$ cat src/rtl/dmem_arbiter_pkg.sv
// Shared constants for the dataMem arbiter: one-hot load/store instruction codes,
// the masks derived from them, and the FSM state encoding.
package dmem_arbiter_pkg;

  localparam logic [63:0] INST_LB  = 64'd1 << 11;
  localparam logic [63:0] INST_LH  = 64'd1 << 12;
  localparam logic [63:0] INST_LW  = 64'd1 << 13;
  localparam logic [63:0] INST_LBU = 64'd1 << 14;
  localparam logic [63:0] INST_LHU = 64'd1 << 15;
  localparam logic [63:0] INST_SB  = 64'd1 << 16;
  localparam logic [63:0] INST_SH  = 64'd1 << 17;
  localparam logic [63:0] INST_SW  = 64'd1 << 18;

  localparam logic [63:0] ST_MASK   = INST_SB | INST_SH | INST_SW;
  localparam logic [63:0] LS_MASK   = INST_LB | INST_LH | INST_LW | INST_LBU | INST_LHU | ST_MASK;
  localparam logic [63:0] HALF_MASK = INST_LH | INST_LHU | INST_SH;
  localparam logic [63:0] WORD_MASK = INST_LW | INST_SW;

  localparam logic [2:0] ST_IDLE  = 3'd0;
  localparam logic [2:0] ST_CHECK = 3'd1;
  localparam logic [2:0] ST_ISSUE = 3'd2;
  localparam logic [2:0] ST_WAIT  = 3'd3;
  localparam logic [2:0] ST_RESP  = 3'd4;

  // A well-formed instruction carries exactly one load/store bit and nothing else.
  function automatic logic inst_malformed(input logic [63:0] inst);
    return ($countones(inst & LS_MASK) != 1) || ((inst & ~LS_MASK) != 64'd0);
  endfunction

endpackage

$ cat src/rtl/dmem_arbiter_rr_arb2.sv
// Two-way grant for the dataMem arbiter: round-robin by default, fixed priority
// to port 0 when DMEM_ARB_FIXED_PRIO_EN is defined.
module dmem_rr_arb2 (
  input  logic       clk,
  input  logic       reset,
  input  logic [1:0] i_valid,
  input  logic       i_accept,
  output logic [1:0] o_grant
);

`ifdef DMEM_ARB_FIXED_PRIO_EN
  logic w_unused;
  assign w_unused = ^{clk, reset, i_accept};
  assign o_grant  = i_valid[0] ? 2'b01 : {i_valid[1], 1'b0};
`else
  // Last port granted; resets to 1 so port 0 wins the first tie.
  logic r_rr_last;

  always_ff @(posedge clk) begin
    // NOTE: state registers use non-blocking assignment so every flop samples
    // pre-edge values regardless of block evaluation order.
    if (reset)         r_rr_last <= 1'b1;
    else if (i_accept) r_rr_last <= o_grant[1];
  end

  always_comb begin
    // NOTE: default first so no path leaves o_grant unassigned (no latch).
    o_grant = 2'b00;
    case (i_valid)
      2'b01:   o_grant = 2'b01;
      2'b10:   o_grant = 2'b10;
      2'b11:   o_grant = r_rr_last ? 2'b01 : 2'b10;
      default: o_grant = 2'b00;
    endcase
  end
`endif

endmodule

$ cat src/rtl/dmem_arbiter.sv
// Two-requester front end for dataMem: grant, validate, issue for one cycle,
// wait MEM_LAT cycles for load data, respond. Grant policy set by DMEM_ARB_FIXED_PRIO_EN.
module dmem_arbiter
  import dmem_arbiter_pkg::*;
#(
  parameter int MEM_SIZE = 4096,
  parameter int MEM_LAT  = 1,
  parameter int AW       = 32
) (
  input  logic               clk,
  input  logic               reset,
  input  logic [1:0]         req_valid,
  output logic [1:0]         req_ready,
  input  logic [1:0][63:0]   req_inst,
  input  logic [1:0][AW-1:0] req_addr,
  input  logic [1:0][31:0]   req_wdata,
  output logic [1:0]         rsp_valid,
  input  logic [1:0]         rsp_ready,
  output logic [31:0]        rsp_rdata,
  output logic               rsp_err,
  output logic [63:0]        mem_inst,
  output logic [31:0]        mem_addr,
  output logic [31:0]        mem_wdata,
  input  logic [31:0]        mem_rdata
);

  localparam logic [AW-1:0] MEM_WORDS = AW'(MEM_SIZE);

  logic [2:0]    r_state;
  logic [63:0]   r_inst;
  logic [AW-1:0] r_addr;
  logic [31:0]   r_wdata;
  logic          r_port;
  logic [2:0]    r_cnt;
  logic [31:0]   r_rdata;
  logic          r_err;

  logic [1:0] w_grant;
  logic       w_idle;
  logic       w_xfer;
  logic       w_gnt_port;
  logic       w_misalign;
  logic       w_oob;
  logic       w_chk_err;
  logic       w_is_store;

  assign w_idle     = (r_state == ST_IDLE);
  assign w_xfer     = w_idle && (w_grant != 2'b00);
  assign w_gnt_port = w_grant[1];

  dmem_rr_arb2 u_arb (
    .clk      (clk),
    .reset    (reset),
    .i_valid  (req_valid),
    .i_accept (w_xfer),
    .o_grant  (w_grant)
  );

  assign w_misalign = (((r_inst & HALF_MASK) != 64'd0) && r_addr[0]) ||
                      (((r_inst & WORD_MASK) != 64'd0) && (r_addr[1:0] != 2'b00));
  assign w_oob      = (r_addr >> 2) >= MEM_WORDS;
  assign w_chk_err  = inst_malformed(r_inst) || w_misalign || w_oob;
  assign w_is_store = (r_inst & ST_MASK) != 64'd0;

  always_ff @(posedge clk) begin
    if (reset) begin
      r_state <= ST_IDLE;
      r_inst  <= '0;
      r_addr  <= '0;
      r_wdata <= '0;
      r_port  <= 1'b0;
      r_cnt   <= '0;
      r_rdata <= '0;
      r_err   <= 1'b0;
    end else begin
      case (r_state)
        ST_IDLE: begin
          if (w_xfer) begin
            r_inst  <= req_inst[w_gnt_port];
            r_addr  <= req_addr[w_gnt_port];
            r_wdata <= req_wdata[w_gnt_port];
            r_port  <= w_gnt_port;
            r_state <= ST_CHECK;
          end
        end
        ST_CHECK: begin
          if (w_chk_err) begin
            r_rdata <= '0;
            r_err   <= 1'b1;
            r_state <= ST_RESP;
          end else begin
            r_state <= ST_ISSUE;
          end
        end
        ST_ISSUE: begin
          if (w_is_store) begin
            r_rdata <= '0;
            r_err   <= 1'b0;
            r_state <= ST_RESP;
          end else begin
            // WAIT lasts MEM_LAT cycles; data is captured at the end of the last one.
            r_cnt   <= 3'(MEM_LAT - 1);
            r_state <= ST_WAIT;
          end
        end
        ST_WAIT: begin
          if (r_cnt == 3'd0) begin
            r_rdata <= mem_rdata;
            r_err   <= 1'b0;
            r_state <= ST_RESP;
          end else begin
            r_cnt <= r_cnt - 3'd1;
          end
        end
        ST_RESP: begin
          if (rsp_ready[r_port]) r_state <= ST_IDLE;
        end
        default: r_state <= ST_IDLE;
      endcase
    end
  end

  // dataMem sees a non-zero instruction only during ISSUE, so nothing stale can store.
  assign mem_inst  = (r_state == ST_ISSUE) ? r_inst : 64'd0;
  assign mem_addr  = 32'(r_addr);
  assign mem_wdata = r_wdata;

  assign req_ready = w_idle ? w_grant : 2'b00;
  assign rsp_valid = (r_state == ST_RESP) ? (r_port ? 2'b10 : 2'b01) : 2'b00;
  assign rsp_rdata = r_rdata;
  assign rsp_err   = r_err;

endmodule

$ cat config.mk
export PLATFORM = sky130hd
export DESIGN_NAME = dmem_arbiter
export DESIGN_NICKNAME = d
export VERILOG_FILES = /design/src/rtl/dmem_arbiter_pkg.sv /design/src/rtl/dmem_arbiter_rr_arb2.sv /design/src/rtl/dmem_arbiter.sv
export SDC_FILE = /design/constraint.sdc
export NUM_CORES = 1
export LEC_CHECK = 0
export BUFFER_PORTS_ARGS = -buffer_cell sky130_fd_sc_hd__buf_2
export CAP_MARGIN = 20
export CORE_AREA = 2 2 179 181
export CTS_CLUSTER_SIZE = 10
export DETAILED_ROUTE_END_ITERATION = 10
export DIE_AREA = 0 0 181 183
export PLACE_DENSITY = 0.51
export SLEW_MARGIN = 20
export SYNTH_ARGS = -nofsm -noshare
export SYNTH_HDL_FRONTEND = slang
export SYNTH_SLANG_ARGS = --single-unit
$ cat constraint.sdc
create_clock -name clk -period 11.3 [get_ports clk]
set_clock_uncertainty 0.15 [all_clocks]
set_input_delay 1.695 -clock clk [delete_from_list [all_inputs] [get_ports clk]]
set_output_delay 1.695 -clock clk [all_outputs]
set_load 0.01 [all_outputs]
==> impl_metrics.tcl, run 1 <==
set metrics [dict create \
    initial_core_util_pct 26.31 \
    hold_path_class "reg -> reg" \
    nFillCells 3283 \
    path_cells "inv_1 -> fa_1 -> fa_1 -> fa_1 -> inv_1 -> ha_1 -> nor4b_1 -> nand4_1 -> nor4_1 -> nand3_1 -> nand2_4 -> mux2_2" \
    grt_first_pass_wirelength_mm 42.53 \
    fin_setup_tns_ns 0 \
    grt_max_degree 130 \
    yosys.area.top_type "dfxtp_1" \
    p_seq_share_pct 42.9 \
    worstSetupPathType "reg -> reg" \
    synth_area_mm2 0.008218 \
    clkLatencyLatePin_ns 0.43 \
    drive_above_1_share_pct 38.15 \
    die-area_mm2 0.03312 \
    power.internal_mw 1.131 \
    synth_xor_area_share_pct 0.2132 \
    antenna_found_initial 0 \
    via_per_inst 4.528 \
    irDropWorstVdd_uv 94.58 \
    fin_crit_ns 4.204 \
    cts_resized 0 \
    critPathSlowestCell "fa_1" \
    setup_viol 0 \
    cts_root_buf "clkbuf_16" \
    max_cap_viol_count 0 \
    hpwl_mm 21.53 \
    synth_nets 1203 \
    syn_avg_cell_area_um2 9.131 \
    first_iter_violations 236 \
    wire_per_inst_um 16.21 \
    ys_warn_count 0 \
    cts_buffers 17 \
    synthTopCellsByArea "dfxtp_1 (41%), mux2i_1 (19%), a211oi_1 (12%)" \
    grt_pass1_vias 7609 \
    cp.required_ns 11.47 \
    synthTopCellsByCount "dfxtp_1 (169), mux2i_1 (160), nor2_1 (140)" \
    placeableCoreArea_mm2 0.03123 \
    post-place-ws_ns 7.033 \
    cts_tree "done" \
    overflow 0 \
    synth-seq-cells 169 \
    ys_types 38 \
    nNetsFinal 1613 \
    synthMuxAreaShare_pct 19.63 \
    finalHoldViolations 0 \
    gp_congestion 0.7844 \
    syn_to_final_growth_pct 37.76 \
    num_rows 65 \
    layout_setup_ws_ns 7.096 \
    io_pins 459 \
    path_common_cell "fa_1" \
    max_stage_delay_ns 0.52 \
    cp-end-kind "register" \
    async_flop_share_pct 0 \
    switching_share_pct 31.49 \
    die_y_um 183 \
    route.detailed.drc 0 \
    power_density_mw_per_mm2 145.8 \
    ctsHoldBuffers 0 \
    final_max_slew_viol_count 0 \
    seq_area_frac_synth_pct 41.17 \
    rsz0062_at_grt "false" \
    combPwrFrac_pct 22.1 \
    worstPathArrival_ns 4.37 \
    vias 7807 \
    synth_ff_type "dfxtp_1" \
    clk_pin_slew_ns 0.07 \
    synth_compound_area_share_pct 12.82 \
    syn_inst 900 \
    clockBufferDepth 2 \
    post-route-period-util_pct 37.21 \
    first_pass_iters 4 \
    p_leak_nw 5.459 \
    p_sw_mw 0.5197 \
    synth_edf_count 0 \
    cts_max_level 4 \
    synth_top_area_share_pct 41.17 \
    worstMarginPinSlew_ns 1.014 \
    die_x_um 181 \
    clkPwrFrac_pct 35.0 \
    synth-simple-area-share_pct 19.31 \
    synth_top_family_by_area "multiplexers" \
    routed_wl_mm 27.94 \
    portBuffers 458 \
    worst_setup_path_start_kind "register" \
    synthAdderAreaFrac_pct 1.736 \
    yosysMostFrequentCell "dfxtp_1" \
    crit_fanout 34 \
    slew-limit-headroom_pct 32.41 \
    post_cts.repair.setup_buffers 0 \
    cts_sinks 169 \
    ant_nets 0 \
    clock.fmax_ghz 0.2378 \
    outcome "complete, no violations" \
    grt_usage_pct 16.41 \
]
-- cells in the final DEF, fill, tap and decap left out, types with 2 or more instances in the layout --
cell        instances
a211oi_1          128
nand2_1            39
dfxtp_1           169
clkinv_4            3
xnor2_1             2
buf_4               7
clkinvlp_4          3
buf_2             457
nand2b_1           33
and2_1             65
nor3_1              6
nor4_1             19
nand3_1             3
inv_6               4
nor2_1            139
inv_8               2
clkbuf_16          17
a21oi_1             5
mux2i_1           160
ha_1                5
inv_1              19
nand4_1             4
a31oi_1             4
or3_1               2
fa_1                4
nor4b_1             2
nor2b_1             3
-- routing by layer --
layer / GRT usage (%) / wire length (um) / vias to the layer above
met3: 3.654 / 1675 / 29
met4: 5.171 / 574 / 0
met1: 19.94 / 11760 / 3506
met5: 0 / 0 / -
met2: 28.89 / 13930 / 282
li1: - / - / 3990
-- flip-flops by register name (all words and copies together), names as in the netlist --
| name | flops |
|---|---|
| r_inst | 64 |
| mem_addr | 32 |
| mem_wdata | 32 |
| rsp_rdata | 32 |
| r_cnt | 3 |
| r_state | 3 |
| r_port | 1 |
| rsp_err | 1 |
| u_arb.r_rr_last | 1 |
-- final timing paths --
kind | from | depth (start not counted) | slack [ns] | endpoint
max reg2reg | r_inst[12]$_SDFFE_PP0P_ | 12 | 7.10 | rsp_err$_SDFFE_PP0P_
max | r_inst[12]$_SDFFE_PP0P_ | 12 | 7.10 | rsp_err$_SDFFE_PP0P_
min | rsp_rdata[25]$_SDFFE_PP0P_ | 2 | 0.33 | rsp_rdata[25]$_SDFFE_PP0P_
min reg2reg | rsp_rdata[25]$_SDFFE_PP0P_ | 2 | 0.33 | rsp_rdata[25]$_SDFFE_PP0P_
-- power by group through the flow --
stage               Combinational, mW  Sequential (mW)  Clock, mW
CTS                             0.373            0.710      0.600
global route                    0.409            0.718      0.625
floorplan                       0.221            0.721          0
global placement                0.368            0.721          0
detailed placement              0.372            0.723          0
finish                          0.364            0.708      0.578
-- logic make-up (layout without fill, tap and decap cells) --
family          count (synthesis)  in the layout
simple gates                  323            323
flops                         169            169
mux                           161            161
compound gates                143            143
buf+inv                        93            514
fa+ha+maj                       9              9
xor+xnor                        2              2
other cells                     0              1
-- layout make-up --
cell class | instances | area, um^2 | share of cell area (%)
flip-flops and latches | 169 | 3383 | 29.88
multi-input cells | 638 | 4439 | 39.21
inverters | 19 | 71.32 | 0.6300
diodes | 1 | 2.502 | 0.02210
clock buffers | 17 | 425.4 | 3.758
repair buffers | 465 | 2360 | 20.84
clock inverters | 13 | 136.4 | 1.205
well taps | 402 | 503.0 | 4.443
-- worst max-delay path: cells and delay by family (launching register included) --
kind          cells  cell delay [ns]
buf+inv           2             0.11
mux               1             0.39
flops             1             0.37
simple gates      5             1.36
fa+ha+maj         4             1.70
-- per-stage QoR --
stage | total power, mW | instance area, um^2 | hold WS (ns) | std cells | util [%]
2_1_floorplan | 0.9420 | 8218 | 0.2815 | 900 | -
6_report | 1.650 | 11320 | 0.3253 | 1724 | 36.25
4_1_cts | 1.683 | 11320 | 0.3260 | 1723 | 36.24
3_3_place_gp | 1.089 | 10760 | 0.3076 | 1693 | 34.44
3_5_place_dp | 1.095 | 10760 | 0.3141 | 1693 | 34.44
5_1_grt | 1.753 | 11320 | 0.3437 | 1723 | 36.24
Power figures use the tool's default switching activity.
==> run 2: changes to the inputs <==
Settings changed: CORE_AREA 2 2 179 181 to 2 2 178 180, DIE_AREA 0 0 181 183 to 0 0 180 182, PLACE_DENSITY 0.51 to 0.54.
Clock period 11.3 ns to 3.5 ns, I/O delays scaled along.
==> run 2 against run 1 <==
The run now ends with negative setup slack left. Routed wire length up 2.3%. First-iteration DRC count is 22% higher. Flip-flop and latch count did not move. Sequential power increased to 3.2 times the previous value. Critical path depth is 2 higher.
==> impl_metrics.tcl, run 2 (synthesis gave the netlist of run 1 again) <==
set metrics [dict create \
    outcome "complete, but fails checks" \
    violations "negative setup slack" \
    clockBufferDepth 2 \
    portBuffers 458 \
    io_pins 459 \
    routed_wl_mm 28.59 \
    slew-limit-headroom_pct 51.91 \
    finalHoldViolations 0 \
    via_per_inst 4.513 \
    p_leak_nw 5.667 \
    clk_pin_slew_ns 0.08 \
    cts_max_level 4 \
    ctsHoldBuffers 0 \
    hpwl_mm 22.31 \
    cp.required_ns 3.71 \
    first_iter_violations 287 \
    crit_start "r_inst[11]$_SDFFE_PP0P_" \
    syn_to_final_growth_pct 42.66 \
    grt_first_pass_wirelength_mm 43.59 \
    largest_register_ffs 64 \
    route.detailed.drc 0 \
    gp_congestion 0.7691 \
    layout_setup_ws_ns -0.2157 \
    place_area_mm2 0.01100 \
    placeableCoreArea_mm2 0.03099 \
    cts_sinks 169 \
    nFillCells 3186 \
    max_stage_delay_ns 0.54 \
    layout_commonest_cell "buf_2" \
    fin_cells 1749 \
    setup_viol 34 \
    die_y_um 182 \
    final_max_slew_viol_count 0 \
    worst_setup_path_start_kind "register" \
    num_rows 65 \
    cp-end-kind "register" \
    final_cell_area_mm2 0.01172 \
    grt_usage_pct 16.79 \
    worstMarginPinSlew_ns 0.7148 \
    nNetsFinal 1636 \
    grt_max_degree 70 \
    ant_nets 0 \
    clock.fmax_ghz 0.2691 \
    worstSetupPathType "reg -> reg" \
    vias 7893 \
    worstHoldStart "mem_rdata[19]" \
    max_cap_viol_count 0 \
    rr_startpoint "r_inst[11]$_SDFFE_PP0P_" \
    crit_fanout 9 \
    wire_per_inst_um 16.34 \
    irDropWorstVdd_uv 270.8 \
    worstPathArrival_ns 3.93 \
    hold_path_class "in -> reg" \
    layout_common_cells "buf_2 (457), dfxtp_1 (168), mux2i_1 (160)" \
    antenna_found_initial 2 \
    initial_core_util_pct 26.52 \
    dp_cells 1714 \
    cts_buffers 17 \
    overflow 0 \
    path_cells "inv_2 -> fa_1 -> fa_1 -> fa_1 -> inv_2 -> ha_4 -> inv_2 -> fa_2 -> nand4_1 -> nor3_2 -> nand3_2 -> nand2_8 -> clkbuf_16 -> mux2i_1" \
    clkLatencyLatePin_ns 0.43 \
    first_pass_iters 4 \
    rsz0062_at_grt "true" \
    drive_above_1_share_pct 39.97 \
    die-area_mm2 0.03276 \
    critPathSlowestCell "fa_1" \
    power_density_mw_per_mm2 472.9 \
    regMostFlops "r_inst" \
    post-route-period-util_pct 106.2 \
    grt_pass1_vias 7753 \
    cts_root_buf "clkbuf_16" \
    fin_crit_ns 3.716 \
    die_x_um 180 \
    cts_tree "done" \
]
## run 2: where the power goes
part           internal, mW  switching [mW]
combinational         0.616           0.685
sequential             2.13           0.165
clock                  1.08           0.873
## run 2: per-stage QoR
stage	util (%)	hold WS (ns)	setup slack [ns]	setup TNS, ns	total power [mW]
finish	37.84	0.1792	-0.2157	-6.146	5.545
global route	37.84	0.1618	-0.3985	-12.86	5.873
CTS	37.58	0.1606	-0.2527	-7.422	5.622
detailed placement	35.51	0.3175	-0.4386	-13.70	3.595
global placement	35.51	0.3091	-0.3496	-11.18	3.573
floorplan	-	0.2815	-0.05602	-0.3074	3.041
## run 2: critical path: cells and delay by family (launching register included)
| kind | cells | cell delay [ns] |
|---|---|---|
| buf+inv | 4 | 0.33 |
| fa+ha+maj | 5 | 2.07 |
| simple gates | 4 | 0.59 |
| flops | 1 | 0.33 |
| mux | 1 | 0.18 |
## run 2: area by class of cell
class                   instances  area [um^2]  share of cell area (%)
multi-input cells             638         4509                   38.46
clock buffers                  19        432.9                   3.693
flip-flops and latches        169         3385                   28.87
diodes                          1        2.502                 0.02134
well taps                     402        503.0                   4.290
inverters                      19        71.32                  0.6083
repair buffers                488         2663                   22.71
clock inverters                13        157.7                   1.345
## run 2: repair_timing
| item | in CTS | in global routing |
|---|---|---|
| setup endpoints to repair | 35 | 35 |
| pin swaps | 2 | 1 |
| gates cloned | 0 | 2 |
| gates resized for setup | 13 | 5 |
| buffers inserted | 0 | 0 |
| endpoints found under the hold margin | 0 | 0 |
## run 2: worst paths after layout
| check | slack [ns] | to | cells after the start |
|---|---|---|---|
| max | -0.22 | rsp_rdata[24]$_SDFFE_PP0P_ | 14 |
| min | 0.18 | rsp_rdata[19]$_SDFFE_PP0P_ | 3 |
| max reg2reg | -0.22 | rsp_rdata[24]$_SDFFE_PP0P_ | 14 |
| min reg2reg | 0.33 | rsp_rdata[17]$_SDFFE_PP0P_ | 2 |
## run 2: metal layers
metal  GRT usage (%)  part of all wire (%)
met5               0                 0.038
met4           3.512                  0.82
met3           3.971                   5.4
met2           29.85                    51
met1           20.61                    43
==> run 3: changes to the inputs <==
Settings changed: TNS_END_PERCENT from default to 50.
Clock period 3.5 ns to 3.1 ns, I/O delays scaled along.
==> run 3 against run 2 <==
Power grew 12%. The flow still finishes with violations (negative setup slack). Final cell count grew 0.34%. Non-clock buffer count grew 7. Largest power group unchanged. Fmax shrank 1.5%. Register-to-register slack lost 0.46 ns. Clock power grew 9%. Sequential power grew 13%.
==> impl_metrics.tcl, run 3 (synthesis gave the netlist of run 1 again) <==
set metrics [dict create \
    outcome "complete, but fails checks" \
    violations "negative setup slack" \
    fin_crit_ns 3.773 \
    grt_pass1_vias 7579 \
    route.detailed.drc 0 \
    ant_nets 0 \
    slew-limit-headroom_pct 54.18 \
    worst_setup_path_start_kind "register" \
    use_met3_pct 3.550 \
    first_iter_violations 309 \
    crit_fanout 5 \
    portBuffers 458 \
    die_y_um 182 \
    finalPower_mw 6.224 \
    antenna_found_initial 0 \
    post-route-period-util_pct 121.7 \
    clockBufferDepth 2 \
    clk_pin_slew_ns 0.08 \
    grt_busiest_layer "met2" \
    cts_root_buf "clkbuf_16" \
    cp.required_ns 3.30 \
    drive_above_1_share_pct 40.65 \
    worstSetupPathType "reg -> reg" \
    via_per_inst 4.504 \
    setup_viol 35 \
    die_x_um 180 \
    largest_register_ffs 64 \
    cts_max_level 4 \
    grt_max_degree 82 \
    layout_setup_ws_ns -0.6734 \
    nNetsFinal 1643 \
    overflow 0 \
    clkLatencyLatePin_ns 0.43 \
    cts_tree "done" \
    routed_wl_mm 28.30 \
    rsz0062_at_grt "true" \
    worstMarginPinSlew_ns 0.6810 \
    initial_core_util_pct 26.52 \
    regMostFlops "r_inst" \
    worstPathArrival_ns 3.98 \
    hold_path_class "in -> reg" \
    grt_first_pass_wirelength_mm 42.78 \
    cp-end-kind "register" \
    layout_common_cells "buf_2 (457), dfxtp_1 (166), mux2i_1 (159)" \
    wire_per_inst_um 16.13 \
    grt_util_met1_pct 20.29 \
    irDropWorstVdd_uv 333.5 \
    first_pass_iters 4 \
    cts_sinks 169 \
    max_cap_viol_count 0 \
    cts_buffers 17 \
    final_max_slew_viol_count 0 \
    die-area_mm2 0.03276 \
    p_leak_nw 5.682 \
    nFillCells 3203 \
    placeableCoreArea_mm2 0.03099 \
    grt_usage_pct 16.63 \
    io_pins 459 \
    syn_to_final_growth_pct 43.48 \
    clock.fmax_ghz 0.2650 \
    hpwl_mm 21.68 \
    layout_commonest_cell "buf_2" \
    gp_congestion 0.7968 \
    grtUsageMet2_pct 29.79 \
    diodes 0 \
    post-place-ws_ns -0.8341 \
    num_rows 65 \
    finalHoldViolations 0 \
    power_density_mw_per_mm2 527.9 \
    ctsHoldBuffers 0 \
    vias 7904 \
]
==> run 3: path summary, 6_finish.rpt <==
kind                            slack [ns]  cells after the start                        from                    endpoint
worst max-delay path                 -0.67                     15     r_inst[11]$_SDFFE_PP0P_  rsp_rdata[18]$_SDFFE_PP0P_
worst min-delay path                  0.12                      3               mem_rdata[13]  rsp_rdata[13]$_SDFFE_PP0P_
worst max register to register       -0.67                     15     r_inst[11]$_SDFFE_PP0P_  rsp_rdata[18]$_SDFFE_PP0P_
worst min register to register        0.33                      2  rsp_rdata[13]$_SDFFE_PP0P_  rsp_rdata[13]$_SDFFE_PP0P_
==> run 3: repair_timing <==
action,in CTS,in global routing
buffers inserted,7,1
gates cloned,2,1
pin swaps,2,4
endpoints found under the setup margin,35,35
gates resized for setup,10,7
==> run 3: per-stage QoR <==
stage | setup TNS (ns) | instances | hold WS, ns | instance area (um^2) | util (%)
final | -21.04 | 1755 | 0.1237 | 11790 | 38.05
after floorplan | -13.33 | 900 | 0.2815 | 8233 | -
after CTS | -21.89 | 1754 | 0.09723 | 11760 | 37.95
after detailed placement | -26.54 | 1713 | 0.3210 | 11040 | 35.64
after global routing | -27.69 | 1755 | 0.1049 | 11790 | 38.05
after global placement | -25.46 | 1713 | 0.3067 | 11040 | 35.64
==> run 3: cell type report <==
class	count	area [um^2]	share of cell area, %
multi-input combinational	638	4504	38.20
sequential	169	3387	28.72
timing repair buffer	495	2759	23.40
tap	402	503.0	4.266
clock buffer	19	432.9	3.671
clock inverter	13	133.9	1.135
inverter	19	71.32	0.6048
==> run 3: metal layers <==
layer | vias up | share of wire, % | routed length, um
met5 | - | 0 | 0
met4 | 0 | 0.97 | 275
met3 | 14 | 4.8 | 1346
met2 | 248 | 51 | 14340
met1 | 3573 | 44 | 12340
li1 | 4069 | - | -
==> run 3: critical path: stages (launching register included) <==
cell	delay (ns)
dfxtp_2	0.33
inv_2	0.04
fa_1	0.49
fa_1	0.53
fa_1	0.42
inv_2	0.08
ha_4	0.13
inv_2	0.03
fa_2	0.51
nand4_1	0.10
nor3_2	0.15
nand3_2	0.14
nand2_4	0.14
buf_6	0.14
buf_12	0.13
mux2i_2	0.20
==> run 3: where the power goes <==
| group | internal, mW | switching (mW) | total [mW] |
|---|---|---|---|
| Clock | 1.13 | 0.997 | 2.13 |
| Combinational | 0.724 | 0.789 | 1.51 |
| Sequential | 2.40 | 0.177 | 2.58 |
